===== config.mk =====
export PLATFORM = sky130hd
export DESIGN_NAME = exec_task_dispatcher_flat
export DESIGN_NICKNAME = d
export VERILOG_FILES = /design/src/rtl/exec_task_dispatcher_if.sv /design/src/rtl/exec_task_dispatcher.sv /design/src/flat_wrapper.sv
export SDC_FILE = /design/constraint.sdc
export NUM_CORES = 1
export LEC_CHECK = 0
export BUFFER_PORTS_ARGS = -buffer_cell sky130_fd_sc_hd__buf_2
export CORE_MARGIN = 1.5
export CORE_UTILIZATION = 51
export CTS_BUF_LIST = sky130_fd_sc_hd__clkbuf_16
export DETAILED_ROUTE_END_ITERATION = 16
export GPL_TIMING_DRIVEN = 0
export PLACE_DENSITY = 0.79
export SYNTH_ARGS = -nofsm -noshare
export SYNTH_HDL_FRONTEND = slang
export SYNTH_SLANG_ARGS = --single-unit

===== constraint.sdc =====
create_clock -name clk -period 5.9 [get_ports clk]
set_input_delay 0.59 -clock clk [delete_from_list [all_inputs] [get_ports clk]]
set_output_delay 0.59 -clock clk [all_outputs]
set_load 0.01 [all_outputs]

===== src/rtl/exec_task_dispatcher_if.sv =====
// ---------------------------------------------------------------------------
// exec_task_dispatcher_if
//   Bundles the task-queue handshake and the shared cluster start/done bus
//   that surround exec_task_dispatcher.
//   Signals:
//     task_valid  queue -> dispatcher   task_in is valid
//     task_ready  dispatcher -> queue   task_in accepted this cycle
//     task_in     queue -> dispatcher   complete task, top bits = cluster id
//     exec_start  dispatcher -> clusters  one-cycle start pulse per cluster
//     exec_task   dispatcher -> clusters  reduced task, shared by all clusters
//     exec_done   clusters -> dispatcher  per-cluster op_done pulse
//   Modports: slave = dispatcher side, master = environment side.
// ---------------------------------------------------------------------------
interface exec_task_dispatcher_if #(
    parameter int unsigned CLUSTER_NUM = 7,
    parameter int unsigned TASK_W      = 72,
    parameter int unsigned TASK_R_W    = 68
);
    logic                   task_valid;
    logic                   task_ready;
    logic [TASK_W-1:0]      task_in;
    logic [CLUSTER_NUM-1:0] exec_start;
    logic [TASK_R_W-1:0]    exec_task;
    logic [CLUSTER_NUM-1:0] exec_done;

    modport slave (
        input  task_valid, task_in, exec_done,
        output task_ready, exec_start, exec_task
    );

    modport master (
        output task_valid, task_in, exec_done,
        input  task_ready, exec_start, exec_task
    );
endinterface


===== src/rtl/exec_task_dispatcher.sv =====
// ---------------------------------------------------------------------------
// exec_task_dispatcher
//   In-order scheduler from the task queue to CLUSTER_NUM execution clusters.
//   Decodes the cluster id from the top bits of each task, issues the reduced
//   task with a one-cycle start pulse, tracks per-cluster busy state, honours
//   a barrier id (wait for all clusters idle) and flags malformed ids.
//   Ports:
//     clk, rst      clock, asynchronous active-high reset
//     bus           exec_task_dispatcher_if.slave (task handshake + cluster bus)
//     busy          cluster i holds an issued, unfinished task
//     all_idle      FSM idle and no cluster busy
//     err_bad_id    sticky flag: a task with an invalid id was dropped
//     stall_cycles  blocked/waiting cycle counter
//   Optional feature macro: DISPATCH_PERF_CNT_EN enables the stall_cycles
//   counter; when undefined stall_cycles is tied to zero.
// ---------------------------------------------------------------------------
module exec_task_dispatcher #(
    parameter int unsigned CLUSTER_NUM = 7,
    parameter int unsigned TASK_W      = 72,
    parameter int unsigned TASK_R_W    = 68,
    parameter logic [3:0]  BARRIER_ID  = 4'hF
) (
    input  logic                   clk,
    input  logic                   rst,
    exec_task_dispatcher_if.slave  bus,
    output logic [CLUSTER_NUM-1:0] busy,
    output logic                   all_idle,
    output logic                   err_bad_id,
    output logic [31:0]            stall_cycles
);
    localparam int unsigned ID_W = TASK_W - TASK_R_W;

    typedef enum logic [1:0] {
        S_IDLE    = 2'd0,
        S_CHECK   = 2'd1,
        S_BARRIER = 2'd2
    } state_t;

    state_t                 state_q, state_d;
    logic [TASK_W-1:0]      hold_q, hold_d;
    logic [CLUSTER_NUM-1:0] start_q, start_d;
    logic [CLUSTER_NUM-1:0] busy_q, busy_d;
    logic [TASK_R_W-1:0]    xtask_q, xtask_d;
    logic                   err_q, err_d;

    logic [ID_W-1:0]        id_c;
    logic [CLUSTER_NUM-1:0] id_onehot_c;
    logic                   id_ok_c;
    logic                   id_free_c;

    // Id decode of the held task; ids past the cluster range shift out to zero.
    assign id_c        = hold_q[TASK_W-1:TASK_R_W];
    assign id_onehot_c = CLUSTER_NUM'(1) << id_c;
    assign id_ok_c     = (id_c < ID_W'(CLUSTER_NUM));
    assign id_free_c   = id_ok_c && ((busy_q & id_onehot_c) == '0);

    // State and datapath registers.
    always_ff @(posedge clk or posedge rst) begin
        if (rst) begin
            state_q <= S_IDLE;
            hold_q  <= '0;
            start_q <= '0;
            busy_q  <= '0;
            xtask_q <= '0;
            err_q   <= 1'b0;
        end else begin
            state_q <= state_d;
            hold_q  <= hold_d;
            start_q <= start_d;
            busy_q  <= busy_d;
            xtask_q <= xtask_d;
            err_q   <= err_d;
        end
    end

    // Next-state and issue logic; decisions look only at registered busy.
    always_comb begin
        state_d = state_q;
        hold_d  = hold_q;
        start_d = '0;
        xtask_d = xtask_q;
        err_d   = err_q;
        // Done on an idle cluster clears nothing, so spurious pulses are harmless.
        busy_d  = busy_q & ~bus.exec_done;

        case (state_q)
            S_IDLE: begin
                if (bus.task_valid) begin
                    hold_d  = bus.task_in;
                    state_d = S_CHECK;
                end
            end
            S_CHECK: begin
                if (id_ok_c) begin
                    if (id_free_c) begin
                        start_d = id_onehot_c;
                        xtask_d = hold_q[TASK_R_W-1:0];
                        busy_d  = busy_d | id_onehot_c;
                        state_d = S_IDLE;
                    end
                end else if (id_c == ID_W'(BARRIER_ID)) begin
                    state_d = S_BARRIER;
                end else begin
                    err_d   = 1'b1;
                    state_d = S_IDLE;
                end
            end
            S_BARRIER: begin
                if (busy_q == '0) begin
                    state_d = S_IDLE;
                end
            end
            default: state_d = S_IDLE;
        endcase
    end

    assign bus.task_ready = (state_q == S_IDLE);
    assign bus.exec_start = start_q;
    assign bus.exec_task  = xtask_q;
    assign busy           = busy_q;
    assign all_idle       = (state_q == S_IDLE) && (busy_q == '0);
    assign err_bad_id     = err_q;

`ifdef DISPATCH_PERF_CNT_EN
    logic        stall_c;
    logic [31:0] stall_q;

    // Blocked check on a busy cluster, or barrier still waiting for drains.
    assign stall_c = ((state_q == S_CHECK) && id_ok_c && !id_free_c) ||
                     ((state_q == S_BARRIER) && (busy_q != '0));

    // Saturating stall counter.
    always_ff @(posedge clk or posedge rst) begin
        if (rst) begin
            stall_q <= '0;
        end else if (stall_c && (stall_q != 32'hFFFF_FFFF)) begin
            stall_q <= stall_q + 32'd1;
        end
    end

    assign stall_cycles = stall_q;
`else
    assign stall_cycles = 32'd0;
`endif

endmodule


===== src/flat_wrapper.sv =====
// flat-port wrapper written by rule: the top's interface ports become plain ports
module exec_task_dispatcher_flat 
#(
    parameter int unsigned CLUSTER_NUM = 7,
    parameter int unsigned TASK_W      = 72,
    parameter int unsigned TASK_R_W    = 68,
    parameter logic [3:0]  BARRIER_ID  = 4'hF
)
  (clk, rst, busy, all_idle, err_bad_id, stall_cycles, bus_task_valid, bus_task_in, bus_exec_done, bus_task_ready, bus_exec_start, bus_exec_task);
  exec_task_dispatcher_if #(.CLUSTER_NUM(CLUSTER_NUM), .TASK_W(TASK_W), .TASK_R_W(TASK_R_W)) bus_i ();
  input  logic clk;
  input  logic rst;
  output logic [CLUSTER_NUM-1:0] busy;
  output logic all_idle;
  output logic err_bad_id;
  output logic [31:0] stall_cycles;
  input wire logic [$bits(bus_i.task_valid)-1:0] bus_task_valid;
  input wire logic [$bits(bus_i.task_in)-1:0] bus_task_in;
  input wire logic [$bits(bus_i.exec_done)-1:0] bus_exec_done;
  output wire logic [$bits(bus_i.task_ready)-1:0] bus_task_ready;
  output wire logic [$bits(bus_i.exec_start)-1:0] bus_exec_start;
  output wire logic [$bits(bus_i.exec_task)-1:0] bus_exec_task;
  assign bus_i.task_valid = bus_task_valid;
  assign bus_i.task_in = bus_task_in;
  assign bus_i.exec_done = bus_exec_done;
  assign bus_task_ready = bus_i.task_ready;
  assign bus_exec_start = bus_i.exec_start;
  assign bus_exec_task = bus_i.exec_task;
  exec_task_dispatcher #(.CLUSTER_NUM(CLUSTER_NUM), .TASK_W(TASK_W), .TASK_R_W(TASK_R_W), .BARRIER_ID(BARRIER_ID)) u_core (.clk(clk), .rst(rst), .bus(bus_i), .busy(busy), .all_idle(all_idle), .err_bad_id(err_bad_id), .stall_cycles(stall_cycles));
endmodule

# Yosys cells after proc, flatten, opt, wreduce, memory -nomap -nowiden
# Index checks and enable logic that the tools add are counted.
dict set report word_totals {
  register_bits 157
  wordCells 41
  in_bits 82
  out_inout_bits 117
}
dict set report classes {
  n_shift 1
  reduce_logical 9
  magnitude_cmp 1
  mux 12
  n_eq_ne 6
  bitwise 6
}
# operator count
set op_table {}
lappend op_table {{$mux W7} 6}
lappend op_table {{$and A7 B7 Y7} 2}
lappend op_table {{$logic_not A7 Y1} 2}
lappend op_table {{$mux W2} 5}
lappend op_table {{$reduce_and A3 Y1} 3}
lappend op_table {{$not A7 Y7} 1}
lappend op_table {{$or A7 B7 Y7} 1}
lappend op_table {{$shl A1 B4 Y7 const A} 1}
lappend op_table {{$pmux W2 S3} 1}
lappend op_table {{$eq A4 B4 Y1 const B} 1}
lappend op_table {{$lt A4 B3 Y1 const B} 1}
lappend op_table {{$ne A3 B3 Y1 const B} 1}
lappend op_table {{$eq A2 B1 Y1 const B} 1}
lappend op_table {{$eq A2 B2 Y1 const B} 1}
lappend op_table {{$logic_and A1 B1 Y1} 2}
lappend op_table {{$logic_not A2 Y1} 1}
lappend op_table {{$ne A2 B1 Y1 const B} 1}
lappend op_table {{$ne A2 B2 Y1 const B} 1}
lappend op_table {{$not A1 Y1} 2}
lappend op_table {{$reduce_and A2 Y1} 1}

# Logic depth before layout (Yosys ltp)
dict set report depth {
  ltp_word 7
  ltp_mapped 6
  depth_no_buf 4
}

# Least setup slack after synthesis
# Ideal clock, no wire load.
dict set report synth_path {
  path_kind {reg-to-reg}
  from {reg u_core.hold_q[71]}
  to {reg u_core.xtask_q[10], in the netlist u_core.bus.exec_task[10]}
  t_arrival_ns 1.816
  path_stages_with_launch 7
  setup_ns 0.125
  synth_period_minus_slack_ns 1.941
  setup_slack_ns 3.959
  required_ns 5.775
  n_path_buf 2
  path_cell_list {dfrtp_1 buf_2 or3b_4 o32a_2 nand4_4 buf_12 mux2_4}
}
dict set report synth_via {
  elab_chain_cells 5
  word_cells_on_any_way 6
  classes_between {order compare (1); shift (1); bitwise (1); reduce/logical (3)}
}
# element line_no
set synth_lines {}
lappend synth_lines {{start, declared} exec_task_dispatcher.sv:40} ;# logic [TASK_W-1:0] hold_q, hold_d;
lappend synth_lines {{start signal, assigned} exec_task_dispatcher.sv:68} ;# hold_q <= hold_d;
lappend synth_lines {{$shl A1 B4 Y7} exec_task_dispatcher.sv:53} ;# assign id_onehot_c = CLUSTER_NUM'(1) << id_c;
lappend synth_lines {{$and A7 B7 Y7} exec_task_dispatcher.sv:55} ;# assign id_free_c = id_ok_c && ((busy_q & id_onehot_c) == '0);
lappend synth_lines {{$logic_not A7 Y1} exec_task_dispatcher.sv:55}
lappend synth_lines {{$logic_and A1 B1 Y1} exec_task_dispatcher.sv:55}
lappend synth_lines {{$reduce_and A3 Y1 (no line) *} -}
lappend synth_lines {{end signal, assigned} exec_task_dispatcher.sv:71} ;# xtask_q <= xtask_d;
lappend synth_lines {{end, declared} exec_task_dispatcher.sv:43} ;# logic [TASK_R_W-1:0] xtask_q, xtask_d;
# Every way passes the cells marked *; elsewhere a longest branch is shown, timed or not.
# A chain may end at the register's enable or synchronous reset.

# Worst setup path after layout
dict set report layout_path {
  from {reg u_core.busy_q[2], in the netlist u_core.busy[2]}
  to {out all_idle}
}
dict set report layout_via {
  elab_chain_cells 2
}
# element line_no
set layout_lines {}
lappend layout_lines {{start, declared} exec_task_dispatcher.sv:42} ;# logic [CLUSTER_NUM-1:0] busy_q, busy_d;
lappend layout_lines {{start signal, assigned} exec_task_dispatcher.sv:70} ;# busy_q <= busy_d;
lappend layout_lines {{$logic_not A7 Y1} exec_task_dispatcher.sv:121} ;# assign all_idle = (state_q == S_IDLE) && (busy_q == '0);
lappend layout_lines {{$logic_and A1 B1 Y1} exec_task_dispatcher.sv:121}
lappend layout_lines {{end, declared} flat_wrapper.sv:14} ;# output logic all_idle;
# No other way between the ends.

==> flow_summary.json <==
{
  "setup_viol": 0,
  "gr-max-usage-layer": "met2",
  "htreeDepth": 4,
  "placed_area_mm2": 0.007777,
  "drv_cap": 0,
  "syn_area_per_cell_um2": 16.25,
  "die_y_um": 116.6,
  "holdWs_ps": 250.1,
  "use_met2_pct": 31.45,
  "grt_overflow": 0,
  "powerDensity_mw_per_mm2": 451.6,
  "critPathTopFamily": "simple AND/OR/NAND/NOR gates",
  "p_int_mw": 2.731,
  "drv_slew": 0,
  "period_needed_ps": 2251,
  "hold_path.class": "primary input to async pin",
  "cts-root-buf": "clkbuf_16",
  "worst-r2r-cell-count": 6,
  "start_kind": "register",
  "die-area_mm2": 0.01360,
  "initial_core_util_pct": 52.16,
  "yosysSeqAreaShare_pct": 59.68,
  "track_usage_pct": 19.21,
  "synth_seq_cells": 157,
  "power_frac_comb_pct": 29.5,
  "crit_slowest_cell": "dfrtp_1",
  "cp_cell_sequence": "nor4_1 -> nand4_1 -> nor3_1 -> buf_2",
  "setup_tns_ps": 0,
  "globalplace.congestion": 0.7876,
  "drt_pass1_iterations": 4,
  "finalHoldViolCount": 0,
  "dpl.cell_count": 775,
  "clock_sinks": 157,
  "synthCells": 405,
  "synth-edff-count": 0,
  "clock_path_buffers": 2,
  "yosysTopAreaCellShare_pct": 59.68,
  "dr_total_vias": 3898,
  "path_max_fanout": 4,
  "grt_pass1_vias": 4050,
  "p_sw_share_pct": 27.53,
  "p_leak_nw": 4.298,
  "clk_latency_ps": 420,
  "status": "completed",
  "clockPowerShare_pct": 27.7,
  "seqPwrFrac_pct": 42.8,
  "instances_no_fill": 808,
  "wl_um": 12550,
  "synth_flop_cell": "dfrtp_1",
  "slew_headroom_pct": 58.79,
  "vias_per_cell": 4.824,
  "clk_pin_slew_ps": 60,
  "io_buffers": 166,
  "io_pins": 199,
  "fmax_mhz": 444.2,
  "grt_start_max_net_pins": 92,
  "drive_gt1_share_pct": 61.26,
  "layout-area-overhead-vs-synth_pct": 26.78,
  "wl_per_cell_um": 15.53,
  "yosysWarnings": 0,
  "die_w_um": 116.6,
  "core_mm2": 0.01262,
  "cts_tree": "done",
  "path_depth": 4,
  "antenna_left": 0,
  "cts_resized": 0,
  "finalClockSkew_ps": 10.51,
  "gr-usage-met1_pct": 23.50,
  "period_share_pct": 38.16,
  "crit_path_max_incr_delay_ps": 410,
  "rows": 41,
  "rsz0062_at_grt": "no",
  "dpl.hpwl_um": 9014,
  "p_sw_mw": 1.037,
  "ys_types": 35,
  "antenna_found_initial": 1,
  "worstPathRequired_ps": 5310,
  "hold_buffers": 0,
  "cts_buffers": 17,
  "detail_route.iter0.violations": 160,
  "synth_top_cell_by_area": "dfrtp_1",
  "critical_path_arrival_ps": 1660,
  "grt_pass1_wl_um": 19780,
  "nets": 704,
  "peakVddDrop_mv": 0.2557,
  "grt_use_met3_pct": 6.642,
  "critPathKind": "register to output port",
  "tightest_slew_ps": 618.2,
  "crit_path_end_kind": "output port",
  "yosys-top-cells-area": "dfrtp_1 (60%), mux2_4 (16%), mux2_2 (12%), buf_4 (3.8%), buf_12 (2.1%)",
  "syn_area_mm2": 0.006583,
  "fill_cells": 938,
  "async_flop_share_pct": 100.0,
  "postCtsSetupRepairBufs": 0,
  "design_area_mm2": 0.008346,
  "drc": 0,
  "crit_buf_inv": 1
}
[final timing paths]
kind	start	end	slack, ps
worst max-delay path	u_core.busy[2]	all_idle	3650
worst min-delay path	rst	u_core.bus.exec_task[32]	250
worst max register to register	u_core.hold_q[71]	u_core.bus.exec_task[50]	3770
worst min register to register	u_core.err_bad_id	u_core.err_bad_id	490
max in group asynchronous	rst	u_core.hold_q[9]	4820
min in group clk	bus_exec_done[1]	u_core.busy[1]	350
[flip-flops by register name, indices dropped and copies added, names as in the netlist]
| name | count |
|---|---|
| u_core.err_bad_id | 1 |
| u_core.state_q | 2 |
| u_core.bus.exec_start | 7 |
| u_core.bus.exec_task | 68 |
| u_core.busy | 7 |
| u_core.hold_q | 72 |
[routing by layer]
| metal | vias to the layer above | part of all wire (%) |
|---|---|---|
| met3 | 21 | 7.2 |
| met4 | 0 | 1.9 |
| met1 | 1945 | 42 |
| met5 | - | 0 |
| met2 | 142 | 49 |
| li1 | 1790 | - |
[final cells by class]
cell class / count / area, um2 / area share [%]
flip-flops and latches: 157 / 3929 / 47.08
clock inverters: 15 / 140.1 / 1.679
inverters: 7 / 31.28 / 0.3748
diodes: 1 / 2.502 / 0.02999
well taps: 172 / 215.2 / 2.579
repair buffers: 167 / 858.3 / 10.28
clock buffers: 17 / 425.4 / 5.097
plain buffers: 51 / 447.9 / 5.367
multi-input cells: 221 / 2296 / 27.51
[cells in the final DEF (no fill, tap or decap), types with 2 or more instances in the layout]
| cell | instances |
|---|---|
| a21o_1 | 2 |
| and3_1 | 2 |
| buf_12 | 7 |
| buf_2 | 175 |
| buf_4 | 33 |
| bufinv_16 | 3 |
| clkbuf_16 | 17 |
| clkinv_1 | 3 |
| clkinv_2 | 4 |
| conb_1 | 32 |
| dfrtp_1 | 157 |
| inv_1 | 11 |
| mux2_2 | 72 |
| mux2_4 | 68 |
| mux2i_1 | 2 |
| nand2_1 | 4 |
| nand2b_1 | 2 |
| nand3_1 | 3 |
| nand3b_1 | 2 |
| nor2_1 | 8 |
| nor3_1 | 3 |
| nor4_1 | 2 |
| o22ai_1 | 4 |
| o32ai_1 | 2 |
[metrics by stage]
step	power [mW]	setup WS, ps	utilization (%)
finish	3.769	3649	66.13
global route	3.971	3567	66.11
CTS	3.813	3669	66.11
detailed placement	2.749	3759	61.63
global placement	2.695	-414.7	61.37
floorplan	2.343	1075	-
[power groups by stage]
stage               sequential (mW)  clock, mW  combinational (mW)
finish                         1.61       1.05                1.11
global route                   1.66       1.11                1.20
CTS                            1.62       1.07                1.13
detailed placement             1.63          0                1.12
global placement               1.60          0                1.09
floorplan                      1.71          0               0.631
[cell families (layout without fill, tap and decap cells)]
kind of cell,after synthesis,count (layout),share of synthesized area (%)
compound gates,11,11,1.426
buf+inv,58,257,7.204
xor+xnor,1,1,0.1331
mux,142,142,28.13
simple gates,35,35,3.364
other cells,1,33,0.05697
flops,157,157,59.68
[Yosys cell counts, drive strengths merged (2+ instances only)]
cell type / count
nand3: 3
nand2b: 2
nor3b: 2
and3: 2
nor2: 8
inv: 7
a21o: 2
nand3b: 2
o22ai: 4
mux2i: 2
dfrtp: 157
nor3: 3
nor4: 2
o32ai: 2
mux2: 140
or3b: 2
nand4: 2
nand2: 4
buf: 50
Power figures use the tool's default switching activity.
